[config.mk]
export PLATFORM = sky130hd
export DESIGN_NAME = spi_master_ctrl
export DESIGN_NICKNAME = d
export VERILOG_FILES = /design/src/rtl/spi_master_ctrl_pkg.sv /design/src/rtl/spi_master_ctrl_clk_div.sv /design/src/rtl/spi_master_ctrl.sv
export SDC_FILE = /design/constraint.sdc
export NUM_CORES = 1
export LEC_CHECK = 0
export ABC_CLOCK_PERIOD_IN_PS = 2990
export CORE_ASPECT_RATIO = 0.75
export CORE_MARGIN = 2
export CORE_UTILIZATION = 50
export DETAILED_ROUTE_END_ITERATION = 6
export DONT_BUFFER_PORTS = 1
export GPL_TIMING_DRIVEN = 1
export HOLD_SLACK_MARGIN = 0.1
export SLEW_MARGIN = 20
export SYNTH_ARGS = -nofsm -noshare
export SYNTH_HDL_FRONTEND = slang
export SYNTH_HIERARCHICAL = 1
export SYNTH_SLANG_ARGS = --single-unit
[constraint.sdc]
create_clock -name mclk -period 2.99 [get_ports mclk]
set_input_delay 0.299 -clock mclk [delete_from_list [all_inputs] [get_ports mclk]]
set_output_delay 0.299 -clock mclk [all_outputs]
set_load 0.1 [all_outputs]
[src/rtl/spi_master_ctrl_pkg.sv]
// Shared types for the SPI master: FSM state encoding and SPI mode constants.
package spi_master_ctrl_pkg;

   typedef enum logic [1:0] {
      ST_IDLE,
      ST_XFER,
      ST_HOLD
   } spi_state_t;

   localparam logic SPI_CPOL = 1'b0;
   localparam logic SPI_CPHA = 1'b0;

endpackage

[src/rtl/spi_master_ctrl_clk_div.sv]
// Half-period divider for sclk: emits a one-cycle tick every CLK_DIV enabled cycles.
module spi_master_ctrl_clk_div #(
   parameter int CLK_DIV = 2
) (
   input  logic i_mclk,
   input  logic i_reset,
   input  logic i_en,
   input  logic i_clr,
   output logic o_tick
);

   localparam int CW = (CLK_DIV > 1) ? $clog2(CLK_DIV) : 1;

   logic [CW-1:0] r_div_cnt;

   assign o_tick = i_en && (r_div_cnt == CW'(CLK_DIV - 1));

   always_ff @(posedge i_mclk) begin
      if (i_reset || i_clr) begin
         r_div_cnt <= '0;
      end else if (i_en) begin
         if (o_tick) r_div_cnt <= '0;
         else        r_div_cnt <= r_div_cnt + CW'(1);
      end
   end

endmodule

[src/rtl/spi_master_ctrl.sv]
// SPI mode-0 master engine: byte load, full-duplex MSB-first transfer, received byte readout.
// state   | meaning
// ST_IDLE | ss_n high, sclk low, waiting for start
// ST_XFER | shifting DATA_W bits, sclk toggles on every tick
// ST_HOLD | ss_n still low for one half-period after the last falling edge
import spi_master_ctrl_pkg::*;

module spi_master_ctrl #(
   parameter int DATA_W  = 8,
   parameter int CLK_DIV = 2
) (
   input  logic              mclk,
   input  logic              reset,
   input  logic              load_master,
   input  logic              start,
   input  logic              read_master,
   input  logic [DATA_W-1:0] data_in_master,
   output logic [DATA_W-1:0] data_out_master,
   output logic              busy,
   output logic              done,
   output logic              sclk,
   output logic              mosi,
   input  logic              miso,
   output logic              ss_n
);

   localparam int BW = (DATA_W > 1) ? $clog2(DATA_W) : 1;

   spi_state_t        r_state;
   logic [DATA_W-1:0] r_tx_buf;
   logic [DATA_W-1:0] r_rx_buf;
   logic [DATA_W-1:0] r_tx_shift;
   logic [DATA_W-1:0] r_rx_shift;
   logic [DATA_W-1:0] r_dout;
   logic [BW-1:0]     r_bit_cnt;
   logic              r_ss_n;
   logic              r_sclk;
   logic              r_busy;
   logic              r_done;
   logic              w_tick;
   logic              w_accept;

   assign w_accept = (r_state == ST_IDLE) && start;

   spi_master_ctrl_clk_div #(.CLK_DIV(CLK_DIV)) u_clk_div (
      .i_mclk  (mclk),
      .i_reset (reset),
      .i_en    (r_state != ST_IDLE),
      .i_clr   (w_accept),
      .o_tick  (w_tick)
   );

   always_ff @(posedge mclk) begin
      if (reset) begin
         r_state    <= ST_IDLE;
         r_tx_buf   <= '0;
         r_rx_buf   <= '0;
         r_tx_shift <= '0;
         r_rx_shift <= '0;
         r_dout     <= '0;
         r_bit_cnt  <= '0;
         r_ss_n     <= 1'b1;
         r_sclk     <= SPI_CPOL;
         r_busy     <= 1'b0;
         r_done     <= 1'b0;
      end else begin
         r_done <= 1'b0;
         if (load_master) r_tx_buf <= data_in_master;
         if (read_master) r_dout <= r_rx_buf;
         case (r_state)
            ST_IDLE: begin
               if (start) begin
                  r_tx_shift <= load_master ? data_in_master : r_tx_buf;
                  r_ss_n     <= 1'b0;
                  r_busy     <= 1'b1;
                  r_bit_cnt  <= '0;
                  r_state    <= ST_XFER;
               end
            end
            ST_XFER: begin
               if (w_tick) begin
                  if (!r_sclk) begin
                     r_sclk     <= 1'b1;
                     r_rx_shift <= {r_rx_shift[DATA_W-2:0], miso};
                  end else begin
                     r_sclk <= 1'b0;
                     // tx_shift is left untouched after the last bit so mosi stays stable through HOLD
                     if (r_bit_cnt == BW'(DATA_W - 1)) begin
                        r_state <= ST_HOLD;
                     end else begin
                        r_tx_shift <= r_tx_shift << 1;
                        r_bit_cnt  <= r_bit_cnt + BW'(1);
                     end
                  end
               end
            end
            ST_HOLD: begin
               if (w_tick) begin
                  r_rx_buf <= r_rx_shift;
                  r_done   <= 1'b1;
                  r_ss_n   <= 1'b1;
                  r_busy   <= 1'b0;
                  r_state  <= ST_IDLE;
               end
            end
            default: r_state <= ST_IDLE;
         endcase
      end
   end

   assign data_out_master = r_dout;
   assign busy            = r_busy;
   assign done            = r_done;
   assign sclk            = r_sclk;
   assign ss_n            = r_ss_n;
   assign mosi            = ~r_ss_n & r_tx_shift[DATA_W-1];

endmodule

Word level (Yosys, flattened, before mapping)
Cells that the tools add are included.
{"block": "totals", "ramBits": 0, "latch_bits": 0, "regBits": 50, "n_memories": 0, "inputBits": 14, "romBits": 0, "out_inout_bits": 13, "word_cells": 67}
{"block": "classes", "multipliers": 0, "shift": 0, "n_eq_ne": 9, "bitwise_logic": 4, "magnitude_cmp": 0, "addsub": 2, "div_mod_pow": 0, "mux": 26, "reduce_logical": 14}
{"operator": "8-bit two-way mux", "n": 5}
{"operator": "8-bit case mux with 2 select lines", "n": 1}
{"operator": "3-bit two-way mux", "n": 4}
{"operator": "2-bit two-way mux", "n": 5}
{"operator": "5-bit AND reduction", "n": 2}
{"operator": "2-bit != test (second input constant)", "n": 4}
{"operator": "1-bit two-way mux", "n": 7}
{"operator": "2-bit case mux with 3 select lines", "n": 1}
{"operator": "3-bit case mux with 2 select lines", "n": 1}
{"operator": "3-bit AND reduction", "n": 2}
{"operator": "2-bit nonzero test", "n": 3}
{"operator": "2-bit by 1-bit != test with 1-bit output (second input constant)", "n": 2}
{"operator": "1-bit case mux with 2 select lines", "n": 2}
{"operator": "2-bit AND reduction", "n": 2}
{"operator": "3-bit by 1-bit adder with 3-bit output (second input constant)", "n": 1}
{"operator": "3-bit equality test (second input constant)", "n": 1}
{"operator": "1-bit NOT", "n": 3}
{"operator": "2-bit by 1-bit equality test with 1-bit output (second input constant)", "n": 1}
{"operator": "2-bit equality test (second input constant)", "n": 1}
{"operator": "1-bit logical AND", "n": 2}
{"operator": "2-bit zero test", "n": 1}
{"operator": "2-bit OR reduction", "n": 1}
{"operator": "1-bit adder (second input constant)", "n": 1}
{"operator": "1-bit AND", "n": 1}
{"operator": "1-bit logical OR", "n": 1}

Logic depth before layout (Yosys ltp)
{"block": "logic_depth", "ltp_word": 5, "depth_mapped": 9}

Hierarchy
The synthesis kept the hierarchy.
{"module": "spi_master_ctrl", "n_inst": 1, "cells_per_inst": 211, "seq_area_each_um2": 980.9, "area_per_inst_um2": 1991.9}
{"module": "spi_master_ctrl_clk_div", "n_inst": 1, "cells_per_inst": 4, "seq_area_each_um2": 20.0, "area_per_inst_um2": 46.3}

Worst setup path after synthesis
No wires, ideal clock.
{"block": "synth_timing", "path_type": "register to output", "from": "reg r_ss_n (netlist: ss_n)", "to": "out mosi", "t_arrival_ps": 2136, "setup_slack_ps": 555, "required_ps": 2691, "stages_incl_launch_ff": 2, "cell_sequence": "dfxtp_1 nor2b_1"}
{"block": "synth_via", "elab_chain_cells": 2}
{"element": "start: declaration", "line_no": "spi_master_ctrl.sv:36", "text": "logic r_ss_n;"}
{"element": "start signal: assignment", "line_no": "spi_master_ctrl.sv:62", "text": "r_ss_n <= 1'b1;"}
{"element": "start signal: assignment", "line_no": "spi_master_ctrl.sv:74", "text": "r_ss_n <= 1'b0;"}
{"element": "start signal: assignment", "line_no": "spi_master_ctrl.sv:101", "text": "r_ss_n <= 1'b1;"}
{"element": "1-bit NOT", "line_no": "spi_master_ctrl.sv:116", "text": "assign mosi = ~r_ss_n & r_tx_shift[DATA_W-1];"}
{"element": "1-bit AND", "line_no": "spi_master_ctrl.sv:116"}
{"element": "end: declaration", "line_no": "spi_master_ctrl.sv:22", "text": "output logic mosi,"}
No other way between the ends.

Final worst setup path
{"block": "layout_timing", "from": "reg r_state[1]", "to": "reg r_bit_cnt[0]"}
{"block": "layout_via", "elab_chain_cells": 4}
{"element": "start: declaration", "line_no": "spi_master_ctrl.sv:29", "text": "spi_state_t r_state;"}
{"element": "start signal: assignment", "line_no": "spi_master_ctrl.sv:55", "text": "r_state <= ST_IDLE;"}
{"element": "start signal: assignment", "line_no": "spi_master_ctrl.sv:77", "text": "r_state <= ST_XFER;"}
{"element": "start signal: assignment", "line_no": "spi_master_ctrl.sv:89", "text": "r_state <= ST_HOLD;"}
{"element": "2-bit nonzero test", "line_no": "spi_master_ctrl.sv:48", "text": ".i_en (r_state != ST_IDLE),"}
{"element": "1-bit logical AND", "line_no": "spi_master_ctrl_clk_div.sv:16", "text": "assign o_tick = i_en && (r_div_cnt == CW'(CLK_DIV - 1));"}
{"element": "via w_tick", "line_no": "spi_master_ctrl.sv:40", "text": "logic w_tick;"}
{"element": "2-bit by 1-bit != test with 1-bit output (no source line)"}
{"element": "5-bit AND reduction (no source line)"}
{"element": "end signal: assignment", "line_no": "spi_master_ctrl.sv:92", "text": "r_bit_cnt <= r_bit_cnt + BW'(1);"}
{"element": "end: declaration", "line_no": "spi_master_ctrl.sv:35", "text": "logic [BW-1:0] r_bit_cnt;"}
The timed path passes the listed nets, and every way through them passes these cells.
A chain may end at the register's enable or synchronous reset.

==> results.ini <==
[detailed_routing]
ant_nets = 0
vias_per_cell = 5.49
drt-pass1-iter-count = 5
wl_met1_um = 1850
drt_iter0_drc = 70
drc_errors = 0
vias = 1472
dr.max_layer_used = met4
wl_per_cell_um = 14.0
dr_wl_met2_um = 1620
postRouteWirelength_um = 3740
wl_met3_um = 244

[setup_path]
worstPathMaxFanout = 20
rrSetupSlack_ns = 0.80
r2r-start = r_state[1]$_SDFFE_PP0P_
crit_chain = nor2_1 > inv_1 > and2_2 > nand4b_1 > a21o_1 > a32o_1
cp-start-kind = flip-flop
cp_top_family = flip-flops
slowest_delay_ns = 0.74
crit_path_end_kind = flip-flop
critPathSlowestCell = dfxtp_1
crit_arrival_ns = 2.39
critPathKind = flip-flop to flip-flop
ff2ff_path_depth = 6
worstPathRequired_ns = 3.19
worst-path-buf-inv = 1
r2r_end = r_bit_cnt[0]$_SDFFE_PP0P_

[die]
rows = 20
die_h_um = 59.3
die-area_um2 = 4610
core_area_um2 = 3980
io_pins = 27
die_x_um = 77.7
start_util_pct = 51.2

[layout]
mostFrequentLayoutCells = dfxtp_1, mux2i_1, nor2_1, nand2_1, a21oi_1
drive_gt1_share_pct = 7.51
final_common_cell = dfxtp_1
syn_to_final_growth_pct = 7.73
antenna_cells = 0
post-route-cell-area_um2 = 2200
nNetsFinal = 228
final_cells = 268

[global_route]
grt_pass1_wl_um = 6560
grt_max_degree = 39
grt_util_all_layers_pct = 18.4
grt.overflow.total = 0
grt_pass1_vias = 1356
antenna_found_initial = 0

[sta]
worst_pin_slew_ns = 0.972
setup_viol = 0
max_freq_mhz = 457
tns_ns = 0
period_minus_slack_ns = 2.19
finalMaxSlewViolations = 0
hold_viol = 0
skew_ns = 0.00939
fin_crit_sh_pct = 73.1
rsz0062_at_grt = no
timing.slew.headroom_pct = 35.1

[placement]
numPortBuffers = 0
placed_cells = 259
place_hpwl_um = 2570
placed_area_um2 = 2070
gp_congestion = 0.752

[pwr]
switching_share_pct = 23.5
p_seq_share_pct = 54.5
p_comb_share_pct = 9.2
powerDensity_nw_per_um2 = 585
p_int_mw = 0.982
p_switching_mw = 0.302
pwr-share-clk_pct = 36.3
power.leakage_nw = 0.953
ir_drop_mv = 0.337

[clock_tree]
post_cts_buffers = 0
cts_max_level = 2
cts_buffer_depth = 2
clk_pin_slew_ns = 0.09
cts_made_buffers = 5
clkLatencyLatePin_ns = 0.30
cts_hold_buffers = 1
cts_tree = built
cts.sinks = 50
cts_resized = 0
clock-root-buffer = clkbuf_8

[synthesis]
netlist_area_um2 = 2040
synth_cell_types = 32
synth_area_per_cell_um2 = 9.48
ys_ff_latch = 50
netlist_instances = 215
yosysSeqAreaShare_pct = 49.1
yosys_warnings = 6
syn_nets = 231
synth-edff-count = 0
synthFlopType = dfxtp_1
synthArstFlopShare_pct = 0

[job]
cap_viol_max_count = 0

[worst_hold_path]
whs_endpoint = r_rx_shift[0]$_SDFFE_PP0P_
min-delay-start = miso
hold_depth = 2
min_path_type = input port to flip-flop

[run_status]
outcome = complete, no violations

==> synth_stat cells, types with 3 or more instances <==
| master | n | share of area (%) |
|---|---|---|
| clkbuf_1 | 8 | 1.5 |
| nor3b_1 | 7 | 2.6 |
| a211o_1 | 7 | 3.0 |
| nor2_1 | 27 | 5.0 |
| nand3_1 | 4 | 0.98 |
| nand2_1 | 26 | 4.8 |
| mux2i_1 | 33 | 16 |
| buf_2 | 5 | 1.2 |
| a21oi_1 | 14 | 3.4 |
| inv_1 | 5 | 0.92 |
| o21ai_0 | 3 | 0.74 |
| dfxtp_1 | 50 | 49 |
==> worst register-to-register path: cells and delay by family (launching register included) <==
kind,cells,cell delay [ns]
flops,1,0.74
buf+inv,1,0.11
simple gates,3,0.52
compound gates,2,0.73
==> registers in the layout, indices dropped and copies added, names as in the netlist <==
signal	count
done	1
r_rx_shift	8
r_tx_buf	8
r_rx_buf	8
r_tx_shift	8
sclk	1
ss_n	1
u_clk_div/r_div_cnt	1
busy	1
data_out_master	8
r_bit_cnt	3
r_state	2
==> final cells by class <==
cell class                      instances  area [um^2]
Clock buffer                            6         72.6
Clock inverter                          2         37.5
Fill cell                             349         1780
Inverter                                5         18.8
Multi-Input combinational cell        144          940
Sequential cell                        50         1000
Tap cell                               55         68.8
Timing Repair Buffer                    6         57.6
==> power by group through the flow <==
stage	Clock [mW]	Sequential [mW]	Combinational (mW)
after floorplan	0	0.731	0.0874
after global placement	0	0.715	0.106
after CTS	0.480	0.700	0.120
after detailed placement	0	0.715	0.109
final	0.466	0.700	0.119
after global routing	0.511	0.704	0.130
==> per-layer routing <==
layer | up-vias | global-route usage, %
met3 | 5 | 7.62
met1 | 703 | 25.1
li1 | 730 | -
met4 | 0 | 4.59
met5 | - | 0
met2 | 34 | 27.2
==> worst max path at each step <==
stage,endpoint,depth (start not counted),startpoint
2_1_floorplan,mosi,1,ss_n$_SDFFE_PP1P_
3_3_place_gp,r_bit_cnt[0]$_SDFFE_PP0P_,6,r_state[1]$_SDFFE_PP0P_
3_5_place_dp,r_bit_cnt[0]$_SDFFE_PP0P_,6,r_state[1]$_SDFFE_PP0P_
4_1_cts,r_bit_cnt[0]$_SDFFE_PP0P_,6,r_state[1]$_SDFFE_PP0P_
5_1_grt,r_bit_cnt[0]$_SDFFE_PP0P_,6,r_state[1]$_SDFFE_PP0P_
6_report,r_bit_cnt[0]$_SDFFE_PP0P_,6,r_state[1]$_SDFFE_PP0P_
==> metrics by stage <==
stage	hold slack [ns]	utilization (%)	setup WS [ns]	power [mW]
after global routing	0.133	55.2	0.609	1.34
final	0.127	55.2	0.803	1.28
after floorplan	0.370	-	0.555	0.818
after detailed placement	0.376	51.9	0.815	0.824
after global placement	0.376	51.9	0.946	0.821
after CTS	0.120	55.2	0.810	1.30
==> cells by family (layout without fill, tap and decap cells) <==
kind of cell | count (synthesis) | after routing | synth area share (%)
buffers and inverters | 21 | 19 | 4.91
multiplexers | 33 | 33 | 16.2
flip-flops | 50 | 50 | 49.1
XOR/XNOR | 1 | 1 | 0.430
AND/OR/NAND/NOR | 78 | 78 | 18.5
adder cells (fa/ha/maj) | 2 | 2 | 1.23
AO/OA/AOI/OAI | 30 | 30 | 9.64
Note: power is estimated with default switching activity, not from simulation.
